$ cat src/rtl/fetch_queue.sv
// Instruction buffer between fetch and decode: circular buffer of {pc, instr}
// with valid/ready handshakes on both sides and a flush on taken branches.
module fetch_queue #(
  parameter int unsigned DEPTH = 4,
  parameter int unsigned IW    = 32,
  parameter int unsigned AW    = 64
) (
  input  logic                         clk,
  input  logic                         reset,
  input  logic                         PCSrc_F,
  input  logic [AW-1:0]                imem_addr_F,
  input  logic [IW-1:0]                imem_data_F,
  input  logic                         valid_F,
  output logic                         ready_F,
  output logic [IW-1:0]                instr_D,
  output logic [AW-1:0]                pc_D,
  output logic                         valid_D,
  input  logic                         ready_D,
  output logic [$clog2(DEPTH+1)-1:0]   count
);

  localparam int unsigned PW = $clog2(DEPTH);
  localparam int unsigned CW = $clog2(DEPTH+1);

  logic [IW-1:0] instr_mem_q [DEPTH];
  logic [AW-1:0] pc_mem_q    [DEPTH];

  logic [PW-1:0] wr_ptr_q, wr_ptr_d;
  logic [PW-1:0] rd_ptr_q, rd_ptr_d;
  logic [CW-1:0] count_q,  count_d;

  logic push, pop;

  // Handshake outputs depend only on registered state and reset, never on ready_D.
  assign ready_F = !reset && (count_q < CW'(DEPTH));
  assign valid_D = !reset && (count_q != '0);
  assign instr_D = valid_D ? instr_mem_q[rd_ptr_q] : '0;
  assign pc_D    = valid_D ? pc_mem_q[rd_ptr_q]    : '0;
  assign count   = count_q;

  assign push = valid_F && ready_F && !PCSrc_F;
  assign pop  = valid_D && ready_D && !PCSrc_F;

  always_comb begin
    wr_ptr_d = wr_ptr_q;
    rd_ptr_d = rd_ptr_q;
    count_d  = count_q;
    if (PCSrc_F) begin
      wr_ptr_d = '0;
      rd_ptr_d = '0;
      count_d  = '0;
    end else begin
      if (push) wr_ptr_d = wr_ptr_q + PW'(1);
      if (pop)  rd_ptr_d = rd_ptr_q + PW'(1);
      if (push && !pop)      count_d = count_q + CW'(1);
      else if (pop && !push) count_d = count_q - CW'(1);
    end
  end

  always_ff @(posedge clk) begin
    if (reset) begin
      wr_ptr_q <= '0;
      rd_ptr_q <= '0;
      count_q  <= '0;
    end else begin
      wr_ptr_q <= wr_ptr_d;
      rd_ptr_q <= rd_ptr_d;
      count_q  <= count_d;
    end
  end

  // Storage needs no reset; push is already suppressed by reset and flush.
  always_ff @(posedge clk) begin
    if (push) begin
      instr_mem_q[wr_ptr_q] <= imem_data_F;
      pc_mem_q[wr_ptr_q]    <= imem_addr_F;
    end
  end

endmodule

$ cat config.mk
export PLATFORM = sky130hd
export DESIGN_NAME = fetch_queue
export DESIGN_NICKNAME = d
export VERILOG_FILES = /design/src/rtl/fetch_queue.sv
export SDC_FILE = /design/constraint.sdc
export NUM_CORES = 1
export LEC_CHECK = 0
export BUFFER_PORTS_ARGS = -buffer_cell sky130_fd_sc_hd__clkbuf_2
export CORE_UTILIZATION = 59
export CTS_BUF_LIST = sky130_fd_sc_hd__clkbuf_2
export CTS_CLUSTER_DIAMETER = 60
export DETAILED_ROUTE_END_ITERATION = 7
export GPL_ROUTABILITY_DRIVEN = 0
export GPL_TIMING_DRIVEN = 0
export PLACE_DENSITY = 0.93
export SYNTH_ARGS = -nofsm -noshare
export SYNTH_HDL_FRONTEND = slang
export SYNTH_SLANG_ARGS = --single-unit
$ cat constraint.sdc
create_clock -name clk -period 4.6 [get_ports clk]
set_input_delay 0.92 -clock clk [delete_from_list [all_inputs] [get_ports clk]]
set_output_delay 0.92 -clock clk [all_outputs]
set_load 0.02 [all_outputs]
# Yosys cells after proc, flatten, opt, wreduce, memory -nomap -nowiden
# Memories as Yosys holds them, arrays and structs flattened. A register that Yosys moved wholly into a read port is not among the register bits.
# Index checks and enable logic that the tools add are counted.
# word_totals
regBits	7
latchBits	0
ramBits	384
romBits	0
inputBits	101
output_inout_bits	101
word_cells	35
n_memories	2
# memory_table
memory	depth	width	read_ports	rd_ports_with_merged_regs	write_ports	line	source
pc_mem_q	4	64	1	1	1	26	logic [AW-1:0] pc_mem_q [DEPTH];
instr_mem_q	4	32	1	1	1	25	logic [IW-1:0] instr_mem_q [DEPTH];
# op_classes
addsub	4
n_mul	0
n_div	0
magnitude_cmp	1
eq_ne	0
shifts	0
mux	10
n_bitwise	0
reduce_logical	15
# op_table
cell	n
$mux W64	1
$mux W32	1
$logic_and A1 B1 Y1	8
$mux W2	4
$mux W3	2
$add A2 B1 Y2 const B	2
$logic_not A1 Y1	4
$add A3 B1 Y3 const B	1
$lt A3 B3 Y1 const B	1
$reduce_bool A3 Y1	1
$sub A3 B1 Y3 const B	1
$mux W1	2
$reduce_bool A2 Y1	1
$reduce_or A2 Y1	1

# Longest topological paths before layout
# depth
depth_word	8
ltp_mapped	9

# Worst setup path after synthesis
# Ideal clock, no wire load.
# synth_timing
kind	input port to flip-flop
startpoint	input valid_F
endpoint	memory instr_mem_q[0][0], enable pin
arrival_time_ps	3555
required_ps	4134
path_slack_ps	579
path_stages	3
n_path_buf	1
path_cell_list	nor2b_1 clkbuf_1 and3_1
# synth_between
elab_chain_cells	4
# synth_lines
item	line	source
start, declared	13	input logic valid_F,
$logic_and A1 B1 Y1 (2 in a row)	41	assign push = valid_F && ready_F && !PCSrc_F;
$mux W1	74	if (push) begin
$mux W1 (not written as such)	75	instr_mem_q[wr_ptr_q] <= imem_data_F;
end, declared	25	
# Every way passes these cells.

# Worst setup path in the final report
# layout_timing
startpoint	register count_q[2] (netlist: count[2])
endpoint	output pc_D[53]
# layout_between
elab_chain_cells	3
# layout_lines
item	line	source
start, declared	30	logic [CW-1:0] count_q, count_d;
start signal, assigned	68	count_q <= count_d;
$reduce_bool A3 Y1	36	assign valid_D = !reset && (count_q != '0);
$logic_and A1 B1 Y1	36	
$mux W64	38	assign pc_D = valid_D ? pc_mem_q[rd_ptr_q] : '0;
end, declared	16	output logic [AW-1:0] pc_D,
# Every way passes these cells.

==> qor.csv <==
metric,value,unit
Worst-Skew Late Latency,0.88,ns
"critical path, cell by cell",nor3_1 -> nor2_2 -> clkbuf_1 -> clkbuf_1 -> and2_1 -> clkbuf_2,
DR WL/cell,20.62,um
Sink Count,393,
cell mode on critical path,clkbuf_1,
Hold WC Path Type,in2reg,
DRC,0,
share of post-route cells with drive strength above 1,0.4565,
Avg Inst Size Synth,22.66,um^2
Mapped Nets,767,
worst flop-to-flop path startpoint,count[2],
Cells after Synth,660,
flop2flop setup slack,2.11,ns
Post-Syn Area,0.01495,mm^2
Worst path slowest cell,dfxtp_1,
"Distinct cells, synth",25,
Int Power,4.871,mW
Yosys top cell area share,0.7711,
Hold Fails Final Rpt,0,
leading area contributor after synthesis,edfxtp_1,
initial antenna violation count,1,
min-delay src,imem_data_F[15],
detailed placement HPWL,17350,um
RSZ-0062 raised after global routing,no,
final setup vio count,0,
Hold Crit Endpoint,instr_mem_q[1][15],
DRT iter0 DRCs,556,
clock share of power,0.331,
CP startpoint kind,flip-flop,
Area growth syn-to-layout,15.87,%
vias in the first global route,8024,
r2r endpoint,count[2],
post-synthesis sequential area ratio,0.7832,
CP arrival,3.31,ns
input/output buffers,201,
hold path depth,1,
grt ovf,0,
gr usage total,0.2244,
overall die width,161.2,um
maximum root-to-sink buffer count,3,
die area,0.02599,mm^2
Placed Instance Area,0.01649,mm^2
"Buf+Inv Stages, Crit Path",3,
worst IR drop on VDD,0.0002674,V
total of max-cap violations,0,
crit path capture type,primary output,
Core Area,0.02460,mm^2
ANT nets after route,0,
CTS tree,built,
Die Ht,161.2,um
synth top area cells,"edfxtp_1 (77%), mux4_2 (14%), and2_1 (4.1%), dfxtp_1 (1.2%), clkbuf_1 (0.43%)",
postcts setup bufs,0,
Post-Route WL,28020,um
H-tree Lvls,3,
Post-synth EDFFs,384,
Layout Skew,0.08861,ns
Synth Register Bits,393,
Tightest Pin Transition,0.8328,ns
switching pwr,1.452,mW
Worst Path Max Fanout,10,
DRT Pass-1 Iters,5,
PostCTS Resize Cnt,0,
largest net degree at the start of global routing,56,
TritonCTS buffer count,94,
power density cells,365.0,mW/mm^2
relative slew slack,0.4448,
Combinational Power Share,0.040,
CP Class,reg2out,
Post-Place Cells,1189,
worst reg-to-reg path cell count,9,
critical path depth,6,
Critical Path Start,count[2],
largest stage delay on the critical path,0.52,ns
status,finished clean,
hold buffer count at cts,0,
Yosys warnings,0,
pre-CTS setup slack,0.7960,ns
Top delay family on crit path,buffers and inverters,
Post-Route Utilization,0.7041,
CTS root buf,clkbuf_2,
Final Cell Area,0.01733,mm^2
FP Rows,57,
fmax,236.7,MHz
"FFs w/ async S/R, synth",0,
sequential share of power,0.628,
Post-Layout Cell Count,1359,
sw frac,0.2297,
initial core utilization,0.6077,
DR vias/cell,5.506,
setup slack after layout,0.3747,ns
first-pass GRT wire length,43360,um
ys flop type,edfxtp_1,
total number of vias,7483,
Slew Limit Fails,0,
leakage,6.109,nW
Crit path required time,3.68,ns
fin crit share,0.9185,
Final nets,1068,
Ports,202,
clock period minus worst slack,4.225,ns
clock slew at the register clock pins of the worst setup and hold paths,0.11,ns
## cell usage after synthesis, types with 2 or more instances
cell,number
edfxtp_1,384
and2_1,97
mux4_2,96
clkbuf_1,17
buf_2,11
dfxtp_1,9
nor2_1,8
buf_6,5
ha_1,5
and3_1,4
inv_1,3
xor2_1,3
a21oi_1,2
mux2i_1,2
o21ai_0,2
or2_2,2
or3_1,2
## kinds of logic (layout without fill, tap and decap cells)
group	count (synthesis)	after routing	share of synthesized area
AO/OA/AOI/OAI	5	5	0.001841
buffers and inverters	37	411	0.01381
multiplexers	98	98	0.1459
other	0	1	0
AND/OR/NAND/NOR	117	117	0.04736
XOR/XNOR	4	4	0.002343
adder cells (fa/ha/maj)	6	6	0.005523
flip-flops	393	393	0.7832
## per-stage QoR
step | power (mW) | setup TNS [ns] | hold slack (ns)
2_1_floorplan | 4.182 | 0 | 0.4591
3_3_place_gp | 4.297 | -450.70 | 0.4799
3_5_place_dp | 4.312 | 0 | 0.5009
4_1_cts | 6.402 | 0 | 0.1482
5_1_grt | 6.605 | 0 | 0.1373
6_report | 6.323 | 0 | 0.2570
## power by group through the flow
stage          sequential [mW]  combinational [mW]  clock (mW)
2_1_floorplan             4.06               0.125           0
3_3_place_gp              4.06               0.238           0
3_5_place_dp              4.06               0.256           0
4_1_cts                   3.97               0.257        2.17
5_1_grt                   3.98               0.275        2.35
6_report                  3.97               0.254        2.10
## metal layers
layer	vias to the layer above	share of wire	track usage
li1	3365	-	-
met5	-	0	0
met4	0	0.014	0.07504
met3	36	0.075	0.06035
met2	319	0.52	0.3785
met1	3763	0.39	0.2850
## worst max-delay path by stage
stage | endpoint | slack, ns
floorplan | instr_mem_q[0][0] | 0.58
global placement | pc_mem_q[2][28] | -1.19
detailed placement | pc_D[50] | 0.80
CTS | pc_D[50] | 0.17
global route | pc_D[50] | 0.06
finish | pc_D[53] | 0.37
## state kept, by name, summed over array words and instances (netlist names), named ones only
| signal | cells |
|---|---|
| wr_ptr_q | 2 |
| instr_mem_q | 128 |
| count | 3 |
| rd_ptr_q | 2 |
| pc_mem_q | 256 |
## placed cells by master (no fill, tap or decap), types with 6 or more instances in the layout
master,n
edfxtp_1,384
and2_1,97
clkinv_2,6
mux4_2,96
clkinv_1,22
dfxtp_1,9
buf_2,11
clkbuf_2,338
clkbuf_1,17
nor2_1,8
## cell type report
| type | instances | area (um^2) |
|---|---|---|
| Inverter | 3 | 11.26 |
| Tap cell | 324 | 405.4 |
| Multi-Input combinational cell | 230 | 3055 |
| Antenna cell | 1 | 2.502 |
| Fill cell | 1573 | 7279 |
| Timing Repair Buffer | 205 | 1116 |
| Buffer | 34 | 195.2 |
| Clock inverter | 32 | 142.6 |
| Sequential cell | 393 | 11710 |
| Clock buffer | 137 | 685.7 |
No activity file was read; power rests on OpenSTA's default activity.
